**src/rtl/multicycle_control_unit.sv**
```systemverilog
// multicycle_control_unit
//   Multi-cycle control unit for the 8-bit single-issue CPU. Latches the
//   instruction opcode and sequences IDLE -> EXEC -> (MEM -> LDWB | MULT)
//   states. It drives datapath mux selects, the ALU operation, register-file
//   writeback, data-memory requests and jump/branch resolution. It holds the
//   PC (STALL) while memory or multi-cycle ALU work is outstanding.
//
//   Optional feature macro: CU_MULT_EN (opcode 12 = MULT, MULT_LATENCY cycles).
//
//   Ports
//     CLK, RESET        clock, synchronous active-high reset
//     INSTR_VALID       OPCODE is valid this cycle (dropped while STALL=1)
//     OPCODE            instruction opcode (bits above [3:0] must be zero)
//     ZERO              ALU zero flag, used combinationally for PC_TAKEN
//     BUSYWAIT          data memory busy; MEM state holds while high
//     IMM, SIGN         immediate / negate mux selects
//     ALUOP             000 FWD, 001 ADD, 010 AND, 011 OR, 100 MUL
//     WRITEENABLE       register-file write
//     WB_SEL            writeback source (0 ALU, 1 memory)
//     MEMREAD/MEMWRITE  data-memory requests
//     JUMP, BRANCH      decoded j / beq
//     PC_TAKEN          JUMP | (BRANCH & ZERO)
//     STALL             hold the PC
//     ILLEGAL           undefined opcode reached EXEC
//     STATE_DBG         current FSM state (0 IDLE,1 EXEC,2 MEM,3 LDWB,4 MULT)
//
//   Handshake: an instruction is accepted on a rising edge where
//   INSTR_VALID=1 and the unit is in IDLE, or in EXEC of a single-cycle op.
//   Every other INSTR_VALID is discarded, never queued.
module multicycle_control_unit #(
  parameter int OPCODE_W     = 8,
  parameter int ALUOP_W      = 3,
  parameter int MULT_LATENCY = 4
) (
  input  logic                CLK,
  input  logic                RESET,
  input  logic                INSTR_VALID,
  input  logic [OPCODE_W-1:0] OPCODE,
  input  logic                ZERO,
  input  logic                BUSYWAIT,
  output logic                IMM,
  output logic                SIGN,
  output logic [ALUOP_W-1:0]  ALUOP,
  output logic                WRITEENABLE,
  output logic                WB_SEL,
  output logic                MEMREAD,
  output logic                MEMWRITE,
  output logic                JUMP,
  output logic                BRANCH,
  output logic                PC_TAKEN,
  output logic                STALL,
  output logic                ILLEGAL,
  output logic [2:0]          STATE_DBG
);

  typedef enum logic [2:0] {
    ST_IDLE = 3'd0,
    ST_EXEC = 3'd1,
    ST_MEM  = 3'd2,
    ST_LDWB = 3'd3
`ifdef CU_MULT_EN
    , ST_MULT = 3'd4
`endif
  } state_t;

  localparam logic [ALUOP_W-1:0] ALU_FWD = ALUOP_W'(0);
  localparam logic [ALUOP_W-1:0] ALU_ADD = ALUOP_W'(1);
  localparam logic [ALUOP_W-1:0] ALU_AND = ALUOP_W'(2);
  localparam logic [ALUOP_W-1:0] ALU_OR  = ALUOP_W'(3);
`ifdef CU_MULT_EN
  localparam logic [ALUOP_W-1:0] ALU_MUL = ALUOP_W'(4);
  localparam logic [3:0]         MAX_OP  = 4'd12;
  localparam int CNT_W = (MULT_LATENCY > 2) ? $clog2(MULT_LATENCY - 1) : 1;
`else
  localparam logic [3:0]         MAX_OP  = 4'd11;
`endif

  // Legal opcodes have every bit above the 4-bit field clear.
  function automatic logic op_legal(input logic [OPCODE_W-1:0] op);
    return ((op >> 4) == '0) && (op[3:0] <= MAX_OP);
  endfunction

  state_t                state_q, state_d;
  logic [OPCODE_W-1:0]   opcode_q, opcode_d;
`ifdef CU_MULT_EN
  logic [CNT_W-1:0]      cnt_q, cnt_d;
`endif
  logic                  imm_q, imm_d, sign_q, sign_d, we_q, we_d, wb_q, wb_d;
  logic                  mr_q, mr_d, mw_q, mw_d, jump_q, jump_d, br_q, br_d;
  logic                  stall_q, stall_d, ill_q, ill_d;
  logic [ALUOP_W-1:0]    aluop_q, aluop_d;
  logic [3:0]            lo_q, lo_d;

  // Next state.
  always_comb begin
    state_d  = state_q;
    opcode_d = opcode_q;
`ifdef CU_MULT_EN
    cnt_d    = cnt_q;
`endif
    lo_q     = opcode_q[3:0];
    case (state_q)
      ST_IDLE: if (INSTR_VALID) begin
        state_d  = ST_EXEC;
        opcode_d = OPCODE;
      end
      ST_EXEC: begin
        if (!op_legal(opcode_q))              state_d = ST_IDLE;
        else if (lo_q >= 4'd8 && lo_q <= 4'd11) state_d = ST_MEM;
`ifdef CU_MULT_EN
        else if (lo_q == 4'd12) begin
          state_d = ST_MULT;
          cnt_d   = CNT_W'(MULT_LATENCY - 2);
        end
`endif
        else if (INSTR_VALID) begin
          state_d  = ST_EXEC;
          opcode_d = OPCODE;
        end else                              state_d = ST_IDLE;
      end
      ST_MEM: if (!BUSYWAIT) state_d = (lo_q <= 4'd9) ? ST_LDWB : ST_IDLE;
      ST_LDWB: state_d = ST_IDLE;
`ifdef CU_MULT_EN
      ST_MULT: begin
        if (cnt_q == '0) state_d = ST_IDLE;
        else             cnt_d   = cnt_q - CNT_W'(1);
      end
`endif
      default: state_d = ST_IDLE;
    endcase
  end

  // Outputs are decoded from the next state so they can be registered and
  // appear in the same cycle the state is entered.
  always_comb begin
    imm_d = 1'b0; sign_d = 1'b0; we_d = 1'b0; wb_d = 1'b0;
    mr_d = 1'b0; mw_d = 1'b0; jump_d = 1'b0; br_d = 1'b0;
    stall_d = 1'b0; ill_d = 1'b0; aluop_d = ALU_FWD;
    lo_d = opcode_d[3:0];
    case (state_d)
      ST_EXEC: begin
        if (!op_legal(opcode_d)) ill_d = 1'b1;
        else begin
          case (lo_d)
            4'd0: begin imm_d = 1'b1; we_d = 1'b1; end
            4'd1: we_d = 1'b1;
            4'd2: begin aluop_d = ALU_ADD; we_d = 1'b1; end
            4'd3: begin aluop_d = ALU_ADD; sign_d = 1'b1; we_d = 1'b1; end
            4'd4: begin aluop_d = ALU_AND; we_d = 1'b1; end
            4'd5: begin aluop_d = ALU_OR;  we_d = 1'b1; end
            4'd6: jump_d = 1'b1;
            4'd7: begin aluop_d = ALU_ADD; sign_d = 1'b1; br_d = 1'b1; end
            4'd8, 4'd10: stall_d = 1'b1;
            4'd9, 4'd11: begin imm_d = 1'b1; stall_d = 1'b1; end
`ifdef CU_MULT_EN
            4'd12: begin aluop_d = ALU_MUL; stall_d = 1'b1; end
`endif
            default: ill_d = 1'b1;
          endcase
        end
      end
      ST_MEM: begin
        // IMM/ALUOP stay as in EXEC so the address stays stable.
        imm_d   = (lo_d == 4'd9) || (lo_d == 4'd11);
        mr_d    = (lo_d <= 4'd9);
        mw_d    = (lo_d >= 4'd10);
        stall_d = 1'b1;
      end
      ST_LDWB: begin
        we_d = 1'b1; wb_d = 1'b1; stall_d = 1'b1;
      end
`ifdef CU_MULT_EN
      ST_MULT: begin
        aluop_d = ALU_MUL;
        // Final MULT cycle writes back and releases the PC.
        if (cnt_d == '0) we_d    = 1'b1;
        else             stall_d = 1'b1;
      end
`endif
      default: ;
    endcase
  end

  always_ff @(posedge CLK) begin
    if (RESET) begin
      state_q <= ST_IDLE; opcode_q <= '0;
`ifdef CU_MULT_EN
      cnt_q <= '0;
`endif
      imm_q <= 1'b0; sign_q <= 1'b0; we_q <= 1'b0; wb_q <= 1'b0;
      mr_q <= 1'b0; mw_q <= 1'b0; jump_q <= 1'b0; br_q <= 1'b0;
      stall_q <= 1'b0; ill_q <= 1'b0; aluop_q <= ALU_FWD;
    end else begin
      state_q <= state_d; opcode_q <= opcode_d;
`ifdef CU_MULT_EN
      cnt_q <= cnt_d;
`endif
      imm_q <= imm_d; sign_q <= sign_d; we_q <= we_d; wb_q <= wb_d;
      mr_q <= mr_d; mw_q <= mw_d; jump_q <= jump_d; br_q <= br_d;
      stall_q <= stall_d; ill_q <= ill_d; aluop_q <= aluop_d;
    end
  end

  assign IMM         = imm_q;
  assign SIGN        = sign_q;
  assign ALUOP       = aluop_q;
  assign WRITEENABLE = we_q;
  assign WB_SEL      = wb_q;
  assign MEMREAD     = mr_q;
  assign MEMWRITE    = mw_q;
  assign JUMP        = jump_q;
  assign BRANCH      = br_q;
  assign PC_TAKEN    = jump_q | (br_q & ZERO);
  assign STALL       = stall_q;
  assign ILLEGAL     = ill_q;
  assign STATE_DBG   = state_q;

endmodule

```
**config.mk**
```make
export PLATFORM = sky130hd
export DESIGN_NAME = multicycle_control_unit
export DESIGN_NICKNAME = d
export VERILOG_FILES = /design/src/rtl/multicycle_control_unit.sv
export SDC_FILE = /design/constraint.sdc
export NUM_CORES = 1
export LEC_CHECK = 0
export BUFFER_PORTS_ARGS = -buffer_cell sky130_fd_sc_hd__clkbuf_2
export CAP_MARGIN = 20
export CORE_UTILIZATION = 49
export DETAILED_ROUTE_END_ITERATION = 8
export GPL_TIMING_DRIVEN = 0
export PLACE_DENSITY = 0.78
export SYNTH_ARGS = -nofsm -noshare
export SYNTH_HDL_FRONTEND = slang
export SYNTH_SLANG_ARGS = --single-unit
export TNS_END_PERCENT = 50
```
**constraint.sdc**
```tcl
create_clock -name CLK -period 2.3 [get_ports CLK]
set_input_delay 0.115 -clock CLK [delete_from_list [all_inputs] [get_ports CLK]]
set_output_delay 0.115 -clock CLK [all_outputs]
set_load 0.02 [all_outputs]
```
-- Word-level counts from Yosys, hierarchy flattened
Index checks and enable logic that the tools add are counted.
- register bits after elaboration: 24
- input bits: 13
- output and inout port bits: 17
- logic and storage cells: 85
- $lt $le $gt $ge: 6
- equality and inequality tests: 16
- muxes and demuxes: 27
- bitwise logic cells: 5
- reductions and logical operators: 18
- operators by type and width (cell ; count):
    $mux W8 ; 3
    $eq A4 B3 Y1 const B ; 4
    $eq A4 B4 Y1 const B ; 4
    $le A4 B4 Y1 const B ; 4
    $logic_not A8 Y1 ; 2
    $pmux W8 S2 ; 1
    $mux W1 ; 13
    $reduce_or A12 Y1 ; 1
    $eq A3 B2 Y1 const B ; 3
    $pmux W3 S3 ; 1
    $reduce_or A3 Y1 ; 3
    $eq A4 B2 Y1 const B ; 2
    $ge A4 B4 Y1 const B ; 2
    $reduce_or A2 Y1 ; 4
    $eq A3 B1 Y1 const B ; 2
    $mux W2 ; 3
    $mux W3 ; 2
    $pmux W1 S2 ; 3
    $pmux W2 S3 ; 1
    $reduce_or A6 Y1 ; 1
    $eq A4 B1 Y1 const B ; 1
    $logic_not A4 Y1 ; 1
    $reduce_or A4 Y1 ; 1
    $logic_and A1 B1 Y1 ; 3
    5 further kinds ; 7

-- Depth between registers and ports, before layout
- depth after elaboration: 10
- gate-level depth with buffers: 7

-- Least setup slack after synthesis
Ideal clock, no wire load.
- kind: reg-to-reg
- from: register state_q[1], in the netlist STATE_DBG[1]
- to: register aluop_q[0], in the netlist ALUOP[0]
- library setup time: 0.079 ns
- arrival: 1.852 ns
- required time: 2.221 ns
- path slack: 0.368 ns
- cell stages (with the launch flop): 5
- clock period less this slack: 1.932 ns
- cells stage by stage: dfxtp_1 o311ai_1 o31a_1 or4_4 a211oi_2
- longest elaborated chain between the ends: 6
- elaborated cells on any way between the ends: 21
- those cells by class: order compare: 1; eq/ne: 8; mux: 5; bitwise: 2; reduce/logical: 5
- RTL lines (item ; line ; text):
    start, declared ; 83 ; state_t state_q, state_d;
    start signal, assigned ; 194 ; state_q <= state_d; opcode_q <= opcode_d;
    $eq A3 B1 Y1 or $logic_not A3 Y1 (tied branches) ; 102 ; case (state_q)
    $pmux W8 S2 ; 102 ;
    $le A4 B4 Y1 or $logic_not A8 Y1 (tied branches) ; 80 ; return ((op >> 4) == '0) && (op[3:0] <= MAX_OP);
    $logic_and A1 B1 Y1 ; 80 ;
    $not A1 Y1 (no source line) ; - ;
    $reduce_or A3 Y1 (no source line) ; - ;
    end signal, assigned ; 200 ; stall_q <= stall_d; ill_q <= ill_d; aluop_q <= aluop_d;
    end, declared ; 91 ; logic [ALUOP_W-1:0] aluop_q, aluop_d;
Several ways; a longest one is shown, not always the timed one.
A chain may end at the register's enable or synchronous reset.

-- Final worst setup path
- from: register state_q[1], in the netlist STATE_DBG[1]
- to: register mw_q, in the netlist MEMWRITE
- longest elaborated chain between the ends: 5
- elaborated cells on any way between the ends: 11
- those cells by class: order compare: 1; eq/ne: 3; mux: 4; bitwise: 1; reduce/logical: 2
- RTL lines (item ; line ; text):
    branches (longest 5 deep; another with $ge A4 B4 Y1) ; - ;
    end signal, assigned ; 199 ; mr_q <= mr_d; mw_q <= mw_d; jump_q <= jump_d; br_q <= br_d;
    end, declared ; 89 ; logic mr_q, mr_d, mw_q, mw_d, jump_q, jump_d, br_q, br_d;
Parallel ways; which one is timed is not known.

==> results_dict.tcl <==
set metrics [dict create \
    fin_ws_ns 0.210 \
    hpwl_mm 1.48 \
    async_reset_ff_share_pct 0 \
    hold_violations 0 \
    power.density_nw_per_um2 626 \
    ir_worst_vdd_mv 0.367 \
    grt_max_degree 14 \
    min_period_ns 2.09 \
    syn_inst 98 \
    worstHoldStart "RESET" \
    crit_arrival_ns 2.31 \
    antenna_found_initial 0 \
    maxUsedRoutingLayer "met4" \
    cts.sinks 23 \
    htreeDepth 1 \
    dieHeight_um 47.4 \
    area_delta_synth_final_pct 20.3 \
    grt_overflow 0 \
    required_ns 2.52 \
    fmax_ghz 0.478 \
    drive_above_1_share_pct 37.4 \
    numCtsBuffers 3 \
    hold_buffers 0 \
    slew_violations 0 \
    r2r-start "STATE_DBG[1]" \
    port_buffers 28 \
    yosysMostFrequentCell "dfxtp_1" \
    initial_core_util_pct 52.0 \
    track_usage_pct 19.1 \
    post-place-ws_ns 0.266 \
    cp.depth 5 \
    crit_buf_inv 0 \
    reg2reg_to "MEMWRITE" \
    route.met2.wl_um 921 \
    synth.area.top_cells "dfxtp_1 (46%), mux2i_1 (8.9%), nor2_1 (7.1%), nor4b_2 (3.0%), nor3b_2 (2.5%)" \
    totalWireLength_mm 1.96 \
    finClkSkew_ns 0.00824 \
    place_congestion 0.754 \
    coreArea_um2 1940 \
    reg2reg_depth 5 \
    num-nets-final 145 \
    seq_area_frac_synth_pct 45.6 \
    clockRootBuffer "clkbuf_4" \
    outcome "completed" \
    syn_area_um2 1010 \
    cts.clk_slew.worst_paths_ns 0.12 \
    path_cells "nor4b_2 > a21oi_2 > mux2i_1 > a21oi_1 > and3_1" \
    cp_top_family "multiplexers" \
    synth_flop_cell "dfxtp_1" \
    p_leak_nw 0.560 \
    clk_latency_ns 0.31 \
    synth.avg_cell_area_um2 10.3 \
    critical_path.max_fanout 8 \
    synth_edf_count 0 \
    cts_buffer_depth 2 \
    end_kind "flip-flop" \
    cpPeakStageDelay_ns 0.67 \
    grt_pass1_vias 694 \
    io_pins 30 \
    min_to "STATE_DBG[0]" \
    yosysTopAreaCell "dfxtp_1" \
    setup.worst_path.class "flip-flop to flip-flop" \
    critPathLaunchType "flip-flop" \
    setup_viol 0 \
    synth_common_cells "dfxtp_1 (23), nor2_1 (19), mux2i_1 (9), inv_1 (4)" \
    nFillCells 173 \
    utilization_pct 62.6 \
    yosysTopAreaCellShare_pct 45.6 \
    drc_errors 0 \
    vias_per_cell 5.45 \
    yosys_warnings 0 \
    slew-limit-headroom_pct 49.8 \
    die_area_um2 2250 \
    n_antenna_cell 0 \
    drtIter0Drc 30 \
    maxCapViolCount 0 \
    cts_resized 0 \
    holdCritPathClass "input port to flip-flop" \
    r2r_slack_ns 0.21 \
    cpMaxStageDelayCell "mux2i_1" \
    tightest_slew_ns 0.732 \
    num_vias 861 \
    antenna_left 0 \
    grt_pass1_wl_mm 2.95 \
    rows 16 \
    synth-seq-cells 23 \
    rsz0062_at_grt "no" \
    min_path_cells 2 \
    m1WireLength_um 879 \
    synth_cell_types 39 \
    fin_setup_tns_ns 0 \
    fin_crit_sh_pct 90.9 \
    wl_per_cell_um 12.4 \
    wl_met3_um 115 \
    cts_tree "yes" \
    dr.pass1.iters 4 \
    die_w_um 47.4 \
    post_cts_buffers 0 \
]
==> cell type report <==
class                   count  area, um^2  area share (%)
clock inverters             1        5.00           0.412
well taps                  27        33.8            2.78
repair buffers             28         140            11.5
plain buffers               3        16.3            1.34
clock buffers               3        22.5            1.85
multi-input cells          69         522            42.9
flip-flops and latches     23         460            37.9
inverters                   4        15.0            1.24
==> placed cells by master (no fill, tap or decap), types with 2 or more instances in the layout <==
cell	instances
inv_1	4
nor3_1	2
nor3b_2	2
or4_4	2
nand2b_1	2
o21ai_0	2
clkbuf_2	28
clkbuf_4	3
dfxtp_1	23
nor4b_2	2
nor2_1	19
conb_1	2
a21oi_1	2
mux2i_1	9
nand2_1	2
==> through the flow <==
stage / cell area [um^2] / hold WS [ns] / power [mW] / cells
after floorplan: 1010 / 0.199 / 0.547 / 99
after global placement: 1190 / 0.341 / 0.582 / 154
after detailed placement: 1190 / 0.343 / 0.586 / 154
after CTS: 1210 / 0.00771 / 0.762 / 158
after global routing: 1210 / 0.00872 / 0.799 / 158
final: 1210 / 0.0139 / 0.760 / 158
==> worst max path at each step <==
stage,startpoint,slack [ns],to
floorplan,STATE_DBG[1],0.37,ALUOP[0]
global placement,STATE_DBG[1],0.28,ALUOP[0]
detailed placement,STATE_DBG[1],0.27,MEMWRITE
CTS,STATE_DBG[1],0.24,MEMWRITE
global route,STATE_DBG[1],0.06,MEMWRITE
finish,STATE_DBG[1],0.21,MEMWRITE
==> registers in the layout (all words and copies together), names as in the netlist <==
| signal | cells |
|---|---|
| MEMWRITE | 1 |
| MEMREAD | 1 |
| ALUOP | 2 |
| WB_SEL | 1 |
| opcode_q | 8 |
| ILLEGAL | 1 |
| WRITEENABLE | 1 |
| BRANCH | 1 |
| SIGN | 1 |
| STALL | 1 |
| JUMP | 1 |
| STATE_DBG | 3 |
| IMM | 1 |
==> worst register-to-register path: stages (launching register included) <==
cell,delay (ns)
dfxtp_1,0.55
nor4b_2,0.12
a21oi_2,0.26
mux2i_1,0.67
a21oi_1,0.19
and3_1,0.22
==> kinds of logic (layout without fill, tap and decap cells) <==
family / Yosys count / in the layout / synth area share (%)
flops: 23 / 23 / 45.6
mux: 10 / 10 / 10.0
compound gates: 16 / 16 / 12.8
simple gates: 41 / 41 / 28.1
buf+inv: 7 / 39 / 3.10
other cells: 1 / 2 / 0.371
==> power breakdown <==
| part | switching [mW] | internal (mW) | total (mW) |
|---|---|---|---|
| clock | 0.117 | 0.0650 | 0.182 |
| sequential | 0.0190 | 0.415 | 0.434 |
| combinational | 0.0807 | 0.0636 | 0.144 |
==> routing by layer <==
layer | up-vias | global-route usage (%)
met4 | 0 | 8.57
li1 | 416 | -
met1 | 398 | 24.2
met5 | - | 0
met3 | 10 | 3.46
met2 | 37 | 31.2
No activity file was read; power rests on OpenSTA's default activity.
